File: config.mk
export PLATFORM = sky130hd
export DESIGN_NAME = random_seq
export DESIGN_NICKNAME = d
export VERILOG_FILES = /design/src/rtl/random_seq.sv
export SDC_FILE = /design/constraint.sdc
export NUM_CORES = 1
export LEC_CHECK = 0
export ABC_AREA = 1
export CAP_MARGIN = 20
export CORE_UTILIZATION = 25
export CTS_CLUSTER_DIAMETER = 40
export DETAILED_ROUTE_END_ITERATION = 12
export SYNTH_ARGS = -nofsm -noshare
export SYNTH_HDL_FRONTEND = slang
export SYNTH_SLANG_ARGS = --single-unit
File: constraint.sdc
create_clock -name clk -period 2.4 [get_ports clk]
set_clock_uncertainty 0.15 [all_clocks]
set_input_delay 0.6 -clock clk [delete_from_list [all_inputs] [get_ports clk]]
set_output_delay 0.6 -clock clk [all_outputs]
set_load 0.05 [all_outputs]
File: src/rtl/random_seq.sv
// Sequencer for one random node: loads seeds into the node's seed RAM, dumps them back out,
// and runs N sweeps that visit every replica slot once per sweep on both node ports.
module random_seq #(
   parameter int BASE_NUM = 32,
   parameter int BASE_LOG = 5,
   parameter int CNT_W    = 16
) (
   input  logic                clk,
   input  logic                reset,
   input  logic                cmd_valid,
   output logic                cmd_ready,
   input  logic [1:0]          cmd_op,
   input  logic [CNT_W-1:0]    cmd_count,
   input  logic                cmd_or_en,
   input  logic                cmd_tw_en,
   input  logic                abort,
   input  logic                s_seed_valid,
   output logic                s_seed_ready,
   input  logic [63:0]         s_seed_data,
   output logic                m_seed_valid,
   input  logic                m_seed_ready,
   output logic [63:0]         m_seed_data,
   output logic [BASE_LOG-1:0] or_base_id,
   output logic [BASE_LOG-1:0] tw_base_id,
   output logic                run,
   output logic                init,
   output logic                read,
   output logic [63:0]         w_seed,
   output logic                or_opt_en,
   output logic                tw_opt_en,
   input  logic [63:0]         r_seed,
   input  logic                rnd_ready,
   output logic                busy,
   output logic                done
);

   // state    | meaning
   // S_IDLE   | waiting for a command, cmd_ready high
   // S_LOAD   | accepting seed beats, one node write per handshake
   // S_D_ADDR | dump: present slot address to the node
   // S_D_READ | dump: strobe read so the node captures r_seed
   // S_D_OUT  | dump: offer r_seed on the output stream until taken
   // S_R_WAIT | run: wait for the node to report ready between sweeps
   // S_R_RUN  | run: one sweep of BASE_NUM back-to-back run cycles
   // S_DONE   | one-cycle completion pulse
   typedef enum logic [2:0] {
      S_IDLE, S_LOAD, S_D_ADDR, S_D_READ, S_D_OUT, S_R_WAIT, S_R_RUN, S_DONE
   } state_t;

   localparam logic [BASE_LOG-1:0] ID_LAST = BASE_LOG'(BASE_NUM - 1);
   localparam logic [BASE_LOG-1:0] ID_HALF = BASE_LOG'(BASE_NUM / 2);
   localparam logic [BASE_LOG-1:0] ID_ONE  = BASE_LOG'(1);
   localparam logic [CNT_W-1:0]    CNT_ONE = CNT_W'(1);

   state_t              state, state_nxt;
   logic [BASE_LOG-1:0] id;
   logic [CNT_W-1:0]    cnt;
   logic [CNT_W-1:0]    count_q;
   logic                or_en_q;
   logic                tw_en_q;

   logic accept;
   logic last_id;
   logic do_abort;

   assign accept   = cmd_valid && (state == S_IDLE);
   assign last_id  = (id == ID_LAST);
   assign do_abort = abort && (state != S_IDLE);

   always_ff @(posedge clk or negedge reset) begin
      if (!reset) begin
         state <= S_IDLE;
      end else begin
         state <= state_nxt;
      end
   end

   always_comb begin
      state_nxt = state;
      case (state)
         S_IDLE: begin
            if (accept) begin
               case (cmd_op)
                  2'd0:    state_nxt = S_LOAD;
                  2'd1:    state_nxt = S_D_ADDR;
                  2'd2:    state_nxt = (cmd_count == '0) ? S_DONE : S_R_WAIT;
                  default: state_nxt = S_DONE;
               endcase
            end
         end
         S_LOAD:   if (s_seed_valid && last_id) state_nxt = S_DONE;
         S_D_ADDR: state_nxt = S_D_READ;
         S_D_READ: state_nxt = S_D_OUT;
         S_D_OUT:  if (m_seed_ready) state_nxt = last_id ? S_DONE : S_D_ADDR;
         // cnt already equals count after the final sweep, so this wait doubles as the drain
         S_R_WAIT: if (rnd_ready) state_nxt = (cnt == count_q) ? S_DONE : S_R_RUN;
         S_R_RUN:  if (last_id) state_nxt = S_R_WAIT;
         S_DONE:   state_nxt = S_IDLE;
         default:  state_nxt = S_IDLE;
      endcase
      if (do_abort) state_nxt = S_IDLE;
   end

   always_ff @(posedge clk or negedge reset) begin
      if (!reset) begin
         id      <= '0;
         cnt     <= '0;
         count_q <= '0;
         or_en_q <= 1'b0;
         tw_en_q <= 1'b0;
      end else if (accept) begin
         id      <= '0;
         cnt     <= '0;
         count_q <= cmd_count;
         or_en_q <= cmd_or_en;
         tw_en_q <= cmd_tw_en;
      end else if (do_abort) begin
         id <= '0;
      end else begin
         case (state)
            S_LOAD:  if (s_seed_valid) id <= id + ID_ONE;
            S_D_OUT: if (m_seed_ready) id <= id + ID_ONE;
            S_R_RUN: begin
               id <= id + ID_ONE;
               if (last_id) cnt <= cnt + CNT_ONE;
            end
            default: id <= id;
         endcase
      end
   end

   always_comb begin
      cmd_ready    = 1'b0;
      s_seed_ready = 1'b0;
      m_seed_valid = 1'b0;
      m_seed_data  = '0;
      or_base_id   = '0;
      tw_base_id   = '0;
      run          = 1'b0;
      init         = 1'b0;
      read         = 1'b0;
      w_seed       = '0;
      or_opt_en    = 1'b0;
      tw_opt_en    = 1'b0;
      done         = 1'b0;
      busy         = (state != S_IDLE);
      case (state)
         S_IDLE: cmd_ready = 1'b1;
         S_LOAD: begin
            s_seed_ready = 1'b1;
            if (s_seed_valid) begin
               init       = 1'b1;
               w_seed     = s_seed_data;
               or_base_id = id;
            end
         end
         S_D_ADDR: or_base_id = id;
         S_D_READ: begin
            or_base_id = id;
            read       = 1'b1;
         end
         S_D_OUT: begin
            m_seed_valid = 1'b1;
            m_seed_data  = r_seed;
         end
         S_R_RUN: begin
            run        = 1'b1;
            or_base_id = id;
            tw_base_id = id + ID_HALF;
            or_opt_en  = or_en_q;
            tw_opt_en  = tw_en_q;
         end
         S_DONE:  done = 1'b1;
         default: busy = 1'b1;
      endcase
   end

endmodule

---- After elaboration in Yosys (flattened, before gate mapping) ----
Index checks and enable logic that the tools add are counted.
storage, ports and cells
  flip-flop bits (word level) ............. 42
  output and inout bits ................... 148
  word-level logic and storage cells ...... 80
  input bits .............................. 155
cells by class
  equality and inequality tests ........... 19
  reductions and logical operators ........ 15
  add/subtract/negate cells ............... 3
  mux-type cells .......................... 37
operators by type and width
  kind                   count
  $mux 64                3
  $mux 16                4
  $mux 5                 6
  $pmux 3 s8             1
  $mux 3                 7
  $add 16x1->16 const B  1
  $eq 16x16->1           1
  $logic_not 16->1       1
  $ne 3x3->1 const B     5
  $pmux 5 s3             1
  $eq 3x3->1 const B     4
  $mux 1                 12
  $pmux 5 s2             1
  $pmux 3 s3             1
  $ne 4x4->1 const B     2
  $reduce_or 7->1        1
  $eq 3x2->1 const B     2
  $reduce_and 3->1       2
  $add 5x1->5 const B    1
  $add 5x5->5 const B    1
  $eq 5x5->1 const B     1
  $reduce_and 5->1       1
  $reduce_bool 5->1      1
  $reduce_bool 2->1      2
  10 further kinds       12

---- Depth between registers and ports, before layout ----
  word-level depth ........................ 6
  gate-level depth with buffers ........... 12
  gate-level depth less buffers ........... 12

---- Worst setup path before layout ----
No wires, ideal clock.
  kind .................................... register to output
  from .................................... register state[0]
  to ...................................... output port m_seed_data[10]
  buffers on the path ..................... 2
  data required time ...................... 1.650 ns
  stages on the path, launching flop included .. 8
  slack ................................... -0.785 ns
  arrival ................................. 2.435 ns
  path through ............................ dfrtp_1 > buf_6 > inv_8 > nand2_1 > nor2_1 > inv_2 > clkbuf_1 > nor2_1
on the way
  cells in the longest elaborated chain, start to end .. 2
ends and longest elaborated chain
  item                      RTL line  source
  start: declaration        55        state_t state, state_nxt;
  start signal: assignment  74        state <= state_nxt;
  $eq 3x3->1                147       case (state)
  $mux 64                   147
  end: declaration          22        output logic [63:0] m_seed_data,
No other way between the ends.

---- Worst setup path in the final report ----
  from .................................... register state[1]
  to ...................................... output port m_seed_data[22]
Same word-level chain as after synthesis.

==> reports/qor_table.md <==
| Quantity | Reported |
|---|---|
| Cell taking the most area after synthesis | sky130_fd_sc_hd__dfrtp_1 |
| GRT overflow | 0 |
| Fill cell total of the finished layout | 1208 |
| Peak clock frequency supported by timing | 425.1 MHz |
| Portion of synthesized cell area occupied by the leading cell type | 27.95% |
| Cell area after layout | 0.009380 mm² |
| RSZ-0062 raised after global routing | true |
| Core outline area | 0.01459 mm² |
| Total number of vias | 5003 |
| Maximum fanout along the worst path | 15 |
| Nets in the synthesized netlist | 812 |
| Core Util, Final | 64.30% |
| Number of enable flip-flop cells after synthesis | 0 |
| Number of antenna violations at the first check in global routing | 1 |
| Fraction of final layout cells with drive strength greater than 1 | 36.51% |
| Buffers and inverters on the worst path | 4 |
| Dominant delay contributor by cell family on the critical path | buffers and inverters |
| Global routing usage summed across all routing layers | 22.36% |
| Crit. End Element | output pin |
| Result of the run | completed |
| Yosys warns | 0 |
| Cell leakage power | 4.001 nW |
| Cell types with the highest counts after synthesis | 175 x sky130_fd_sc_hd__nor2_1, 170 x sky130_fd_sc_hd__nand2_1, 113 x sky130_fd_sc_hd__inv_1 |
| Hold violation count in the final report | 0 |
| Type of element launching the critical path | register |
| Detailed-router iteration count before antenna repair | 4 |
| Number of endpoints failing setup at the final stage | 0 |
| Clock edge transition at the registers on the reported setup and hold paths | 0.06 ns |
| Headroom to the max-slew limit | 62.60% |
| Die span in y | 124.6 µm |
| Worst hold path class | primary input to asynchronous set/reset pin |
| Number of buffers created by CTS | 5 |
| First-pass GRT wire length | 27140 µm |
| Top layer used by detailed routing | met5 |
| Clock network latency to the later pin of the worst-skew pair | 0.28 ns |
| Clock net sink count | 42 |
| Worst-Margin Slew | 0.5610 ns |
| Data required time at the worst endpoint | 1.65 ns |
| Area added between synthesis and finish | 149.5% |
| Cells taking the most area after synthesis | sky130_fd_sc_hd__dfrtp_1 28%, sky130_fd_sc_hd__nor2_1 17%, sky130_fd_sc_hd__nand2_1 17%, sky130_fd_sc_hd__inv_1 11%, sky130_fd_sc_hd__o21ai_0 3.6% |
| Initial Util | 25.77% |
| Most used DFF post-synth | sky130_fd_sc_hd__dfrtp_1 |
| Gpl congestion | 0.8379 |
| Most common cell in the netlist | sky130_fd_sc_hd__nor2_1 |
| Average via count per standard cell | 4.358 |
| Metal3 WL | 1433 µm |
| Antenna fix cells | 0 |
| Cell type of the slowest stage on the worst timing path | sky130_fd_sc_hd__dfrtp_2 |
| Total cell area at the placement stage | 0.008900 mm² |
| Die area | 0.01553 mm² |
| Library cells used by synthesis | 40 |
| Largest net degree at the start of global routing | 43 |
| Total routed wire length on the met1 layer | 6286 µm |
| Htree depth | 2 |
| Time the final worst path needs with I/O delays and setup | 2.353 ns |
| Number of pins exceeding their max-slew limit in the final report | 0 |
| Post-Synthesis Mean Instance Area | 5.749 µm² |
| Power density cells | 887.3 mW/mm² |
| Routed wire length per instance | 15.09 µm |
| Largest stage delay, worst path | 0.45 ns |
| Overall die width | 124.6 µm |
| Max-capacitance violation count | 0 |
| Number of placement rows | 44 |
| Number of ports placed on the die boundary | 303 |
| Data arrival time of the critical path | 1.60 ns |
| CTS root buf | sky130_fd_sc_hd__clkbuf_16 |
| Sum of met2 wire segment lengths after detailed routing | 9370 µm |
| Estimated wirelength of the detail-placed design | 15000 µm |
| Worst-case vdd ir drop | 0.4108 mV |
| Post-synthesis instance area | 0.003760 mm² |
| Post-Synthesis Cells | 654 |
| PortBufs | 302 |
| Number of design-rule violations left by the first detailed-router iteration | 229 |
| Final period util | 98.02% |
| Largest buffer count on any clock path | 2 |
| # nets final | 1121 |
| Worst setup path class | register to output pin |
| Number of flip-flops and latches in the synthesized netlist | 42 |
| Post-detailed-route count of antenna-violating nets | 0 |
| Async S/R FF share, synth | 100.0% |
| Number of global-route vias before repair | 4994 |
| Final Routed Wirelength | 17330 µm |
| TritonCTS clock tree | done |
| Share of the yosys chip area belonging to registers | 27.95% |
| DRC violations left | 0 |
| Cell Chain, Critical Path | buf_4 > nor2_4 > inv_8 > buf_12 > nor2_2 > buf_6 |
-- flip-flops by register name (all words and copies together), names as in the netlist --
register  count
cnt          16
count_q      16
id            5
or_en_q       1
state         3
tw_en_q       1
-- worst reg2reg max path: stages, from the launching register on --
cell	delay [ns]
sky130_fd_sc_hd__dfrtp_1	0.38
sky130_fd_sc_hd__ha_1	0.18
sky130_fd_sc_hd__inv_1	0.06
sky130_fd_sc_hd__nor3_1	0.14
sky130_fd_sc_hd__ha_1	0.19
sky130_fd_sc_hd__inv_1	0.06
sky130_fd_sc_hd__nor2_2	0.15
sky130_fd_sc_hd__nand2_4	0.07
sky130_fd_sc_hd__nand2_4	0.21
sky130_fd_sc_hd__nand2_2	0.15
sky130_fd_sc_hd__o21ai_0	0.18
sky130_fd_sc_hd__a21oi_1	0.06
-- stage by stage --
step	setup TNS (ns)	hold WS (ns)	setup WS (ns)	cells	total power (W)
floorplan	-2.613	0.1544	-0.1146	654	0.004866
global placement	0	0.3418	0.06115	1132	0.007203
detailed placement	0	0.3449	0.06471	1132	0.007235
CTS	-0.03029	0.2630	-0.01413	1144	0.008141
global route	-0.07153	0.2829	-0.01850	1148	0.008804
finish	0	0.2362	0.04747	1148	0.008323
-- area by class of cell --
type / instances / area (µm²) / share of cell area, %
Timing Repair Buffer: 332 / 4425 / 47.18
Multi-Input combinational cell: 464 / 3039 / 32.40
Sequential cell: 42 / 1055 / 11.24
Inverter: 118 / 464.2 / 4.949
Tap cell: 184 / 230.2 / 2.454
Clock buffer: 6 / 128.9 / 1.374
Clock inverter: 2 / 37.54 / 0.4002
-- kinds of logic (layout without fill, tap and decap cells) --
kind of cell | after synthesis | count (layout) | share of synthesized area, %
DFF | 42 | 42 | 27.95
AOI/OAI and AO/OA | 51 | 51 | 7.588
xor gates and xnor gates | 5 | 5 | 1.165
buffers and inverters | 148 | 458 | 16.64
and+or+nand+nor | 405 | 405 | 45.66
adders and majority gates | 3 | 3 | 0.9984
-- final timing paths --
path	startpoint	endpoint	cells past startpoint	slack, ns
worst max-delay path	state[1]$_DFFE_PN0P_	m_seed_data[22]	6	0.05
worst min-delay path	reset	tw_en_q$_DFFE_PN0P_	2	0.24
worst max register to register	id[1]$_DFFE_PN0P_	cnt[7]$_DFFE_PN0P_	11	0.33
worst min register to register	count_q[1]$_DFFE_PN0P_	count_q[1]$_DFFE_PN0P_	2	0.36
max in group asynchronous	reset	state[0]$_DFFE_PN0P_	2	1.44
min in group clk	count_q[1]$_DFFE_PN0P_	count_q[1]$_DFFE_PN0P_	2	0.36
-- where the power goes --
group	internal, W	switching (W)	total [W]
registers	0.000974	0.000221	0.00120
clock network	0.000491	0.000272	0.000763
logic	0.00253	0.00383	0.00637
total	0.00400	0.00432	0.00832
-- what timing repair did --
item,in CTS,in global routing
pin swaps,2,3
endpoints found under the setup margin,123,50
hold buffers,0,0
cloned,0,1
resized for setup,16,49
buffers inserted,4,3
-- layout by cell type (no fill, tap or decap), drive strengths merged --
master | netlist | layout
nand3 | 24 | 24
dfrtp | 42 | 42
o21ai | 38 | 38
clkdlybuf4s50 | 0 | 152
a31oi | 1 | 1
or2 | 2 | 2
xor2 | 2 | 2
nand2 | 178 | 178
and3 | 1 | 1
o22ai | 1 | 1
ha | 3 | 3
a211oi | 1 | 1
buf | 18 | 179
bufinv | 0 | 1
clkinvlp | 0 | 2
a22oi | 2 | 2
nor3b | 1 | 1
xnor2 | 3 | 3
nor2 | 178 | 178
nand4 | 9 | 9
clkbuf | 12 | 7
inv | 118 | 117
o211ai | 1 | 1
nor3 | 12 | 12
a21oi | 7 | 7
-- layer usage --
metal	global-route usage, %	up-vias
met5	0	-
met2	41.63	153
li1	-	2566
met4	4.252	2
met3	8.119	15
met1	24.03	2267
Power figures use the tool's default switching activity.
